### src/rtl/envelope_mixer.sv
// ============================================================================
// envelope_mixer
//
// Polyphonic envelope mixer. Each voice runs its own attack / sustain /
// release envelope, expressed as a right-shift attenuation "sh" applied to its
// sample. Voice contributions are summed at full precision and averaged over
// the voice count into a registered output.
//
// Ports:
//   clk      in   1               sole clock, all state on posedge
//   reset    in   1               synchronous, active-high
//   samples  in   VOICES*WIDTH    unsigned voice samples, voice v at [v*WIDTH +: WIDTH]
//   gate     in   VOICES          per-voice key-held flag
//   wave     out  WIDTH           registered average of attenuated voices
//   active   out  VOICES          bit v high while voice v is not IDLE
// ============================================================================
module envelope_mixer #(
    parameter int VOICES      = 4,
    parameter int WIDTH       = 8,
    parameter int STEP_CYCLES = 2500000,
    parameter int MAX_SHIFT   = 8
) (
    input  logic                      clk,
    input  logic                      reset,
    input  logic [VOICES*WIDTH-1:0]   samples,
    input  logic [VOICES-1:0]         gate,
    output logic [WIDTH-1:0]          wave,
    output logic [VOICES-1:0]         active
);

    localparam int LOG_V = $clog2(VOICES);
    localparam int SUM_W = WIDTH + LOG_V;
    localparam int SH_W  = $clog2(MAX_SHIFT + 1);
    localparam int CNT_W = $clog2(STEP_CYCLES);

    localparam logic [SH_W-1:0]  SH_MAX   = SH_W'(MAX_SHIFT);
    localparam logic [SH_W-1:0]  SH_ONE   = SH_W'(1);
    localparam logic [CNT_W-1:0] CNT_LAST = CNT_W'(STEP_CYCLES - 1);
    localparam logic [CNT_W-1:0] CNT_ONE  = CNT_W'(1);

    typedef enum logic [1:0] {
        ST_IDLE    = 2'd0,
        ST_ATTACK  = 2'd1,
        ST_SUSTAIN = 2'd2,
        ST_RELEASE = 2'd3
    } voice_state_t;

    logic [WIDTH-1:0] contrib [VOICES];

    generate
        for (genvar gi = 0; gi < VOICES; gi++) begin : g_voice
            voice_state_t     state_reg, state_next;
            logic [SH_W-1:0]  sh_reg, sh_next;
            logic [CNT_W-1:0] cnt_reg, cnt_next;
            logic [WIDTH-1:0] sample;
            logic [WIDTH-1:0] contrib_v;
            logic             active_v;

            assign sample = samples[gi*WIDTH +: WIDTH];

            // State register
            always_ff @(posedge clk) begin
                if (reset) begin
                    state_reg <= ST_IDLE;
                    sh_reg    <= SH_MAX;
                    cnt_reg   <= '0;
                end else begin
                    state_reg <= state_next;
                    sh_reg    <= sh_next;
                    cnt_reg   <= cnt_next;
                end
            end

            // Next-state logic. A gate change always wins over a step landing
            // on the same cycle, so the level is frozen at the moment of the
            // transition. The shift updates saturate, which also covers the
            // corner cases of retriggering at sh=0 or releasing at sh=MAX.
            always_comb begin
                state_next = state_reg;
                sh_next    = sh_reg;
                cnt_next   = cnt_reg;
                case (state_reg)
                    ST_IDLE: begin
                        sh_next  = SH_MAX;
                        cnt_next = '0;
                        if (gate[gi]) begin
                            state_next = ST_ATTACK;
                        end
                    end
                    ST_ATTACK: begin
                        if (!gate[gi]) begin
                            state_next = ST_RELEASE;
                            cnt_next   = '0;
                        end else if (cnt_reg == CNT_LAST) begin
                            cnt_next = '0;
                            if (sh_reg <= SH_ONE) begin
                                sh_next    = '0;
                                state_next = ST_SUSTAIN;
                            end else begin
                                sh_next = sh_reg - SH_ONE;
                            end
                        end else begin
                            cnt_next = cnt_reg + CNT_ONE;
                        end
                    end
                    ST_SUSTAIN: begin
                        sh_next  = '0;
                        cnt_next = '0;
                        if (!gate[gi]) begin
                            state_next = ST_RELEASE;
                        end
                    end
                    ST_RELEASE: begin
                        if (gate[gi]) begin
                            state_next = ST_ATTACK;
                            cnt_next   = '0;
                        end else if (cnt_reg == CNT_LAST) begin
                            cnt_next = '0;
                            if (sh_reg >= SH_MAX - SH_ONE) begin
                                sh_next    = SH_MAX;
                                state_next = ST_IDLE;
                            end else begin
                                sh_next = sh_reg + SH_ONE;
                            end
                        end else begin
                            cnt_next = cnt_reg + CNT_ONE;
                        end
                    end
                    default: begin
                        state_next = ST_IDLE;
                        sh_next    = SH_MAX;
                        cnt_next   = '0;
                    end
                endcase
            end

            // Outputs come straight from the registered state. A shift of
            // WIDTH (the silent level when MAX_SHIFT = WIDTH) yields zero.
            always_comb begin
                active_v  = (state_reg != ST_IDLE);
                contrib_v = '0;
                if (state_reg != ST_IDLE) begin
                    contrib_v = sample >> sh_reg;
                end
            end

            assign active[gi]   = active_v;
            assign contrib[gi]  = contrib_v;
        end
    endgenerate

    // Full-precision sum: VOICES values of WIDTH bits cannot exceed
    // WIDTH + log2(VOICES) bits.
    logic [SUM_W-1:0] sum_next;
    logic [WIDTH-1:0] wave_reg;

    always_comb begin
        sum_next = '0;
        for (int v = 0; v < VOICES; v++) begin
            sum_next = sum_next + SUM_W'(contrib[v]);
        end
    end

    // Dropping the low log2(VOICES) bits is the exact average.
    always_ff @(posedge clk) begin
        if (reset) begin
            wave_reg <= '0;
        end else begin
            wave_reg <= sum_next[SUM_W-1 -: WIDTH];
        end
    end

    assign wave = wave_reg;

endmodule

### config.mk
export PLATFORM = sky130hd
export DESIGN_NAME = envelope_mixer
export DESIGN_NICKNAME = d
export VERILOG_FILES = /design/src/rtl/envelope_mixer.sv
export SDC_FILE = /design/constraint.sdc
export NUM_CORES = 1
export LEC_CHECK = 0
export ABC_AREA = 0
export ABC_CLOCK_PERIOD_IN_PS = 4920
export CORE_MARGIN = 3
export CORE_UTILIZATION = 40
export DETAILED_ROUTE_END_ITERATION = 10
export GPL_ROUTABILITY_DRIVEN = 0
export HOLD_SLACK_MARGIN = 0.08
export MAX_ROUTING_LAYER = met4
export PLACE_DENSITY = 0.63
export SYNTH_ARGS = -nofsm -noshare
export SYNTH_HDL_FRONTEND = slang
export SYNTH_SLANG_ARGS = --single-unit
### constraint.sdc
create_clock -name clk -period 4.92 [get_ports clk]
set_input_delay 0.984 -clock clk [delete_from_list [all_inputs] [get_ports clk]]
set_output_delay 0.984 -clock clk [all_outputs]
set_load 0.05 [all_outputs]
==> metrics, run 1 <==
run status=complete, no violations; worst path cell trace=clkdlybuf4s50_1 > mux2_2 > o21ai_0 > mux2_2 > nor3_1 > buf_4 > fa_1 > inv_1 > fa_1 > or4_1 > a21oi_1 > and3_1 > fa_1 > a21o_1 > a21oi_1 > o21ai_1 > a21oi_2 > o21ai_0 > a21oi_1; number of vias after detailed routing=6597; number of top-level pins=50; Post-Layout Cell Count=1283; overall die width=145.2 µm; ratio of total power to cell area=422.6 nW/µm²; Max-Slew Margin vs Limit=0.3779; Final Hold Vio Count=0; net count after synthesis=1058; simple logic cell fraction of the synthesized area=0.2620; number of antenna violations at the first check in global routing=0; Detailed Place HPWL=11730 µm; buffer type at the clock tree root=clkbuf_16; TritonCTS clock tree=yes; post-placement setup slack=-0.2147 ns; via density per instance=5.142; r2r worst-path depth=18; Skew-Pair Late Insertion Delay=0.43 ns; total routed wirelength=16230 µm; post-route DRC violation count=0; worst setup path endpoint=wave[5]; initial standard-cell utilization of the core=0.4100; cell types with the largest area share after synthesis=dfxtp_1 (31%), nor2_1 (7.9%), ha_1 (6.8%); clock slew at reported path FFs=0.06 ns; unrepaired setup endpoints after global routing=no; total of warnings raised by yosys=0; Overall Global Routing Usage=0.1638; combinational fraction of design power=0.375; number of setup buffers added after CTS=0; category of the worst setup path capture point=flip-flop; Finished Core Util=0.4817; WP data arrival=4.95 ns; Hold WC Path Type=reg2reg; Crit. Startpoint=samples[3]; number of buffer and inverter stages on the critical path=3; largest clock skew in the final design=0.01123 ns; post-route setup slack=0.2801 ns; DP Cell Count=1251; unique cell type count in the Yosys netlist=63; XOR/XNOR share of the synthesized area=0.09272; Reg2Reg Setup Slack=0.46 ns; maximum level of the CTS H-tree=4; P_sw=1.483 mW; Final setup violation count=0; clock tree buffer depth=2; mux contribution to synthesized area=0.05314; portion of the clock cycle consumed by the worst path in the final layout=0.9431; Final #Nets=1106; post-route minimum period=4.640 ns; area fraction of the dominant cell type after synthesis=0.3101; count of standard-cell rows=50; EDFF count, synth=0; total of max-cap violations=0; final number of max-transition violations=0; number of global-route vias before repair=6207; switching share of total power=0.3857; Iteration-0 DRC Markers=319; transition time at the pin with the least slew margin=0.9252 ns; flip-flop count of the largest register after layout=88; synthesized area=7746 µm²; critical path peak fanout=3; top cell type by total area after synthesis=dfxtp_1; # clock sinks=120; Clock power frac=0.312; area share of fa/ha/maj cells after synthesis=0.1092; fraction of final layout cells sized beyond drive strength 1=0.06843; family of cells with the greatest summed delay on the critical path=adder cells; Compound-Gate Fraction of Synth Area=0.1197; Synth Instances=962; primary flip-flop cell chosen by synthesis mapping=dfxtp_1; synthesized area per cell=8.052 µm²; register bit count reported by yosys=120; most common cell after layout, fill and taps aside=nor2_1; remaining global-route overflow=0; largest family of logic cells by synthesized area=simple AND/OR/NAND/NOR gates; number of buffers added by the clock tree synthesis step=17; proportion of synthesized flip-flops having asynchronous set or reset=0; master of the slowest instance on the critical path=fa_1; area enclosed by the die boundary=21070 µm²; logic depth of the worst path, buffers included=19; origin of the critical flop-to-flop path=g_voice[0].sh_reg[1]; pin count of the biggest net entering global routing=35; signed area change from the synthesized netlist to the final layout=17.49%; CP Class=in2reg; Max VDD drop=0.2614 mV; sequential share of power=0.313; leading cell types in the layout, fill and taps excluded=nor2_1 (164), dfxtp_1 (120), nand2_1 (77); total chip power=3.846 mW; largest stage delay on the critical path=0.53 ns; endpoint of the worst register-to-register path=wave[5]; diode count=0; Fmax=215.5 MHz; setup_tns=0 ns; crit path launch type=input port; sequential share of the synthesized area=0.3101; count of antenna-violating nets left after detailed routing=0; Die Y=145.2 µm; area of the core=18890 µm²; DR pass1 iterations=6; Int Power=2.362 mW; average wire length per cell after detail routing=12.65 µm; wire length of the first global-routing pass=28570 µm; P_leak=3.260 nW; count of buffers inserted at the top-level ports=49; required time of the critical path=5.23 ns
[power groups by stage]
stage / Combinational [mW] / Sequential, mW / Clock, mW
2_1_floorplan: 1.13 / 1.19 / 0
3_3_place_gp: 1.43 / 1.22 / 0
3_5_place_dp: 1.44 / 1.22 / 0
4_1_cts: 1.45 / 1.20 / 1.23
5_1_grt: 1.62 / 1.23 / 1.28
6_report: 1.44 / 1.21 / 1.20
[Yosys cell counts, types with 22 or more instances]
cell      instances
a21oi_1          31
clkbuf_1         27
dfxtp_1         120
ha_1             42
inv_1            58
mux2i_1          31
nand2_1          77
nand3_1          41
nand4_1          22
nor2_1          164
nor3_1           33
o21ai_0          31
xnor2_1          32
xor2_1           50
[final cells by class]
class                   instances  area, µm²
flip-flops and latches        120       2402
clock inverters                12      118.9
well taps                     260      325.3
repair buffers                 68      633.1
multi-input cells             742       4936
inverters                      61      229.0
fillers                      1833       9792
clock buffers                  20      456.7
[stage by stage]
| stage | area [µm²] | hold WS (ns) |
|---|---|---|
| CTS | 9097 | 0.4603 |
| finish | 9101 | 0.4574 |
| global route | 9101 | 0.5003 |
| global placement | 8522 | 0.4432 |
| floorplan | 7746 | 0.4260 |
| detailed placement | 8522 | 0.4458 |
[timing repair]
item / in CTS / in global routing
hold buffers: 0 / 0
gates resized for setup: 0 / 3
setup endpoints to repair: 0 / 2
[worst min path at each step]
stage,from,end,slack (ns),depth (start not counted)
after CTS,g_voice[1].cnt_reg[0],g_voice[1].cnt_reg[0],0.46,1
after detailed placement,g_voice[1].cnt_reg[0],g_voice[1].cnt_reg[0],0.45,1
after global routing,g_voice[1].cnt_reg[0],g_voice[1].cnt_reg[0],0.50,1
final,g_voice[1].cnt_reg[0],g_voice[1].cnt_reg[0],0.46,1
after floorplan,g_voice[3].cnt_reg[0],g_voice[3].cnt_reg[0],0.43,1
after global placement,g_voice[3].cnt_reg[0],g_voice[3].cnt_reg[0],0.44,1
[metal layers]
layer	global-route usage	up-vias	part of all wire
met5	-	-	0
met4	0.06410	0	0.021
met3	0.03560	29	0.033
met2	0.2589	104	0.45
met1	0.2055	3026	0.49
li1	-	3438	-
[cell families (layout without fill, tap and decap cells)]
family | count (synthesis) | in the layout
flops | 120 | 120
xor+xnor | 82 | 82
simple gates | 423 | 423
fa+ha+maj | 58 | 58
compound gates | 139 | 139
mux | 40 | 40
buf+inv | 100 | 161
Note: power is estimated with default switching activity, not from simulation.
==> run 2: changes to the inputs <==
--- a/config.mk
+++ b/config.mk
@@ -6,7 +6,7 @@
 export NUM_CORES = 1
 export LEC_CHECK = 0
 export ABC_AREA = 0
-export ABC_CLOCK_PERIOD_IN_PS = 4920
+export ABC_CLOCK_PERIOD_IN_PS = 4320
 export CORE_MARGIN = 3
 export CORE_UTILIZATION = 40
 export DETAILED_ROUTE_END_ITERATION = 10
==> constraint.sdc (replaced) <==
create_clock -name clk -period 4.32 [get_ports clk]
set_input_delay 0.864 -clock clk [delete_from_list [all_inputs] [get_ports clk]]
set_output_delay 0.864 -clock clk [all_outputs]
set_load 0.05 [all_outputs]
==> metrics, run 2 (same netlist as run 1, synthesis figures left out) <==
Max VDD drop=0.2557 mV; total of max-cap violations=0; crit path launch type=input port; Max-Slew Margin vs Limit=0.3630; post-route DRC violation count=0; P_leak=3.594 nW; largest stage delay on the critical path=0.54 ns; clock tree buffer depth=2; area of the core=18890 µm²; via density per instance=5.090; master of the slowest instance on the critical path=fa_1; count of standard-cell rows=50; overall die width=145.2 µm; diode count=0; area enclosed by the die boundary=21070 µm²; buffer type at the clock tree root=clkbuf_16; number of buffers added by the clock tree synthesis step=17; setup_tns=0 ns; most common cell after layout, fill and taps aside=nor2_1; number of top-level pins=50; signed area change from the synthesized netlist to the final layout=22.79%; worst path cell trace=clkdlybuf4s50_1 > a31oi_2 > mux2i_1 > nor3b_2 > fa_1 > inv_1 > fa_1 > or4_4 > a21oi_2 > and3_4 > fa_2 > a21o_1 > a21oi_2 > o21ai_1 > a21oi_2 > o21ai_1 > o211a_1; Final #Nets=1147; Final Hold Vio Count=0; average wire length per cell after detail routing=12.77 µm; CTS Hold Buffers Added=0; post-route minimum period=4.144 ns; count of antenna-violating nets left after detailed routing=0; flip-flop count of the largest register after layout=88; Fmax=241.3 MHz; fraction of final layout cells sized beyond drive strength 1=0.1278; total routed wirelength=16910 µm; Overall Global Routing Usage=0.1690; post-route cell area=9512 µm²; number of vias after detailed routing=6739; number of antenna violations at the first check in global routing=0; required time of the critical path=4.68 ns; cell with the most instances on the worst path=a21oi_2; maximum level of the CTS H-tree=4; wire length of the first global-routing pass=29500 µm; number of global-route vias before repair=6473; clock slew at reported path FFs=0.06 ns; run status=complete, no violations; final number of max-transition violations=0; TritonCTS clock tree=yes; WP data arrival=4.50 ns; pin count of the biggest net entering global routing=23; leading cell types in the layout, fill and taps excluded=nor2_1 (164), dfxtp_1 (118), nand2_1 (77); category of the worst setup path capture point=flip-flop; Detailed Place HPWL=12370 µm; DR pass1 iterations=4; transition time at the pin with the least slew margin=0.9474 ns; portion of the clock cycle consumed by the worst path in the final layout=0.9592; worst hold slack across all endpoints=0.4643 ns; Final setup violation count=0; Placed Instance Area=8755 µm²; CP Class=in2reg; family of cells with the greatest summed delay on the critical path=adder cells; remaining global-route overflow=0; Iteration-0 DRC Markers=287; # clock sinks=120; Hold WC Path Type=reg2reg; Skew-Pair Late Insertion Delay=0.41 ns; largest clock skew in the final design=0.009916 ns; critical path peak fanout=3; Die Y=145.2 µm; Filler cells=1829; initial standard-cell utilization of the core=0.4100; ratio of total power to cell area=476.4 nW/µm²; count of buffers inserted at the top-level ports=49; unrepaired setup endpoints after global routing=no; number of buffer and inverter stages on the critical path=2
run 2: where the power goes:
group          internal, mW  switching, mW  total [mW]
Clock                 0.761          0.568        1.33
Combinational         0.779           1.07        1.85
Sequential             1.21          0.144        1.35
Total                  2.75           1.78        4.53
run 2: cell type report:
type / count / area [µm²] / area share
Clock inverter: 14 / 111.4 / 0.01171
Timing Repair Buffer: 109 / 952.2 / 0.1001
Clock buffer: 18 / 439.2 / 0.04617
Multi-Input combinational cell: 742 / 5050 / 0.5309
Tap cell: 260 / 325.3 / 0.03420
Sequential cell: 120 / 2405 / 0.2528
Inverter: 61 / 229.0 / 0.02407
run 2: layer usage:
layer / vias up / track usage / wire, µm
met5: - / - / 0
met4: 0 / 0.05413 / 265
met3: 20 / 0.03748 / 510
met2: 95 / 0.2742 / 7921
met1: 3108 / 0.2108 / 8210
li1: 3516 / - / -
run 2: what timing repair did:
item	CTS	global route
pin swaps	11	18
endpoints found under the setup margin	3	6
hold endpoints to repair	0	0
setup buffers	8	4
cloned	0	0
resized for setup	28	36
run 2: worst paths after layout:
check	startpoint	end	slack [ns]	cells past startpoint
worst min-delay path	g_voice[1].cnt_reg[0]	g_voice[1].cnt_reg[0]	0.46	1
worst min register to register	g_voice[1].cnt_reg[0]	g_voice[1].cnt_reg[0]	0.46	1
worst max register to register	g_voice[2].sh_reg[1]	wave[7]	0.25	18
worst max-delay path	samples[14]	wave[7]	0.18	17
run 2: through the flow:
step	setup WS, ns	power, mW	cells	util
2_1_floorplan	0.1281	2.648	962	-
3_3_place_gp	-0.5816	3.126	1282	0.4634
6_report	0.1760	4.532	1324	0.5034
4_1_cts	0.003926	4.550	1320	0.4979
3_5_place_dp	-0.6808	3.137	1282	0.4634
5_1_grt	0.005091	4.863	1324	0.5034
==> run 3: changes to the inputs <==
--- a/config.mk
+++ b/config.mk
@@ -14,6 +14,7 @@
 export HOLD_SLACK_MARGIN = 0.08
 export MAX_ROUTING_LAYER = met4
 export PLACE_DENSITY = 0.63
+export RECOVER_POWER = 50
 export SYNTH_ARGS = -nofsm -noshare
 export SYNTH_HDL_FRONTEND = slang
 export SYNTH_SLANG_ARGS = --single-unit
==> constraint.sdc (replaced) <==
create_clock -name clk -period 4.32 [get_ports clk]
set_input_delay 0.864 -clock clk [delete_from_list [all_inputs] [get_ports clk]]
set_output_delay 0.864 -clock clk [all_outputs]
set_load 0.005 [all_outputs]
==> metrics, run 3 (same netlist as run 1, synthesis figures left out) <==
Final #Nets=1147; pin count of the biggest net entering global routing=23; total routed wirelength=16910 µm; flip-flop count of the largest register after layout=88; clock slew at reported path FFs=0.06 ns; TritonCTS clock tree=yes; fraction of final layout cells sized beyond drive strength 1=0.1259; required time of the critical path=4.68 ns; diode count=0; transition time at the pin with the least slew margin=0.9482 ns; Final Hold Vio Count=0; Finished Core Util=0.5030; category of the worst setup path capture point=flip-flop; area of the core=18890 µm²; DR pass1 iterations=4; hold depth=1; Reg2Reg Setup Slack=0.25 ns; overall die width=145.2 µm; critical path peak fanout=3; hold path endpoint=g_voice[1].cnt_reg[0]; Final setup violation count=0; number of global-route vias before repair=6473; count of antenna-violating nets left after detailed routing=0; Fmax=241.4 MHz; largest stage delay on the critical path=0.54 ns; run status=complete, no violations; buffer type at the clock tree root=clkbuf_16; number of vias after detailed routing=6721; cell with the most instances on the worst path=a21oi_2; total of max-cap violations=0; number of antenna violations at the first check in global routing=0; Hold WC Path Type=reg2reg; Skew-Pair Late Insertion Delay=0.41 ns; portion of the clock cycle consumed by the worst path in the final layout=0.9590; via density per instance=5.076; number of top-level pins=50; leading cell types in the layout, fill and taps excluded=nor2_1 (164), dfxtp_1 (118), nand2_1 (77); master of the slowest instance on the critical path=fa_1; wire length of the first global-routing pass=29500 µm; clock tree buffer depth=2; r2r worst-path depth=18; initial standard-cell utilization of the core=0.4100; HP Start=g_voice[1].cnt_reg[0]; # clock sinks=120; WP data arrival=4.50 ns; signed area change from the synthesized netlist to the final layout=22.69%; CP Class=in2reg; worst path cell trace=clkdlybuf4s50_1 > a31oi_2 > mux2i_1 > nor3b_2 > fa_1 > inv_1 > fa_1 > or4_4 > a21oi_2 > and3_4 > fa_2 > a21o_1 > a21oi_2 > o21ai_1 > a21oi_2 > o21ai_1 > o211a_1; area enclosed by the die boundary=21070 µm²; Max-Slew Margin vs Limit=0.3625; final number of max-transition violations=0; average wire length per cell after detail routing=12.77 µm; Overall Global Routing Usage=0.1690; maximum level of the CTS H-tree=4; post-route minimum period=4.143 ns; Max VDD drop=0.2560 mV; Iteration-0 DRC Markers=280; crit path launch type=input port; remaining global-route overflow=0; endpoint of the worst register-to-register path=wave[7]; most common cell after layout, fill and taps aside=nor2_1; largest clock skew in the final design=0.009913 ns; Detailed Place HPWL=12370 µm; Filler cells=1831; Die Y=145.2 µm; ratio of total power to cell area=458.3 nW/µm²; unrepaired setup endpoints after global routing=no; origin of the critical flop-to-flop path=g_voice[2].sh_reg[1]; count of standard-cell rows=50; P_leak=3.612 nW; count of buffers inserted at the top-level ports=49; post-route DRC violation count=0; number of buffers added by the clock tree synthesis step=17; total chip power=4.356 mW
run 3: cell types whose count changed in the layout (fill, tap and decap cells not counted):
cell / delta
dlygate4sd3_1: +11
clkdlybuf4s50_1: -11
clkbuf_1: +2
buf_4: -2
run 3: layout make-up:
cell class	instances	area (µm²)	share of cell area
Inverter	61	229.0	0.02409
Tap cell	260	325.3	0.03423
Clock buffer	18	439.2	0.04621
Sequential cell	120	2405	0.2530
Timing Repair Buffer	109	944.7	0.09939
Clock inverter	14	111.4	0.01172
Multi-Input combinational cell	742	5050	0.5313
run 3: how the worst max path moves through the flow:
| stage | startpoint | to | slack, ns | cells past startpoint |
|---|---|---|---|---|
| floorplan | samples[7] | wave[7] | 0.13 | 18 |
| global placement | samples[7] | wave[7] | -0.58 | 20 |
| detailed placement | samples[7] | wave[7] | -0.68 | 20 |
| CTS | samples[7] | wave[6] | 0.004 | 24 |
| global route | samples[14] | wave[7] | 0.005 | 17 |
| finish | samples[14] | wave[7] | 0.18 | 17 |
run 3: power breakdown:
part           switching, mW  total, mW  leakage [nW]  internal (mW)
Clock                  0.568       1.33         0.265          0.761
Combinational          0.909       1.68          2.38          0.768
Sequential             0.143       1.35         0.971           1.21
Total                   1.62       4.36          3.61           2.74
run 3: worst max-delay path, delay by kind of cell:
kind / cells / cell delay, ns
and+or+nand+nor: 3 / 0.85
muxes: 1 / 0.10
adders and majority gates: 3 / 1.17
AOI/OAI and AO/OA: 8 / 1.00
buffers and inverters: 2 / 0.51
run 3: layer usage:
metal  vias to the layer above  GRT usage  part of all wire
li1                       3515          -                 -
met1                      3096     0.2108              0.49
met2                        90     0.2742              0.47
met3                        20    0.03748             0.029
met4                         0    0.05413             0.016
met5                         -          -                 0
run 3: stage by stage:
stage / instance area, µm² / std cells / hold slack (ns) / setup WS, ns / TNS (ns)
detailed placement: 8755 / 1282 / 0.4519 / -0.6808 / -3.251
floorplan: 7746 / 962 / 0.4260 / 0.1281 / 0
CTS: 9407 / 1320 / 0.4671 / 0.003926 / 0
finish: 9504 / 1324 / 0.4646 / 0.1770 / 0
global route: 9504 / 1324 / 0.4861 / 0.005171 / 0
global placement: 8755 / 1282 / 0.4422 / -0.5816 / -2.716
run 3: timing repair:
item / 4_1_cts / 5_1_grt
setup endpoints to repair: 3 / 6
pin swaps: 11 / 18
setup buffers: 8 / 4
gates resized for setup: 28 / 36
hold buffers: 0 / 0
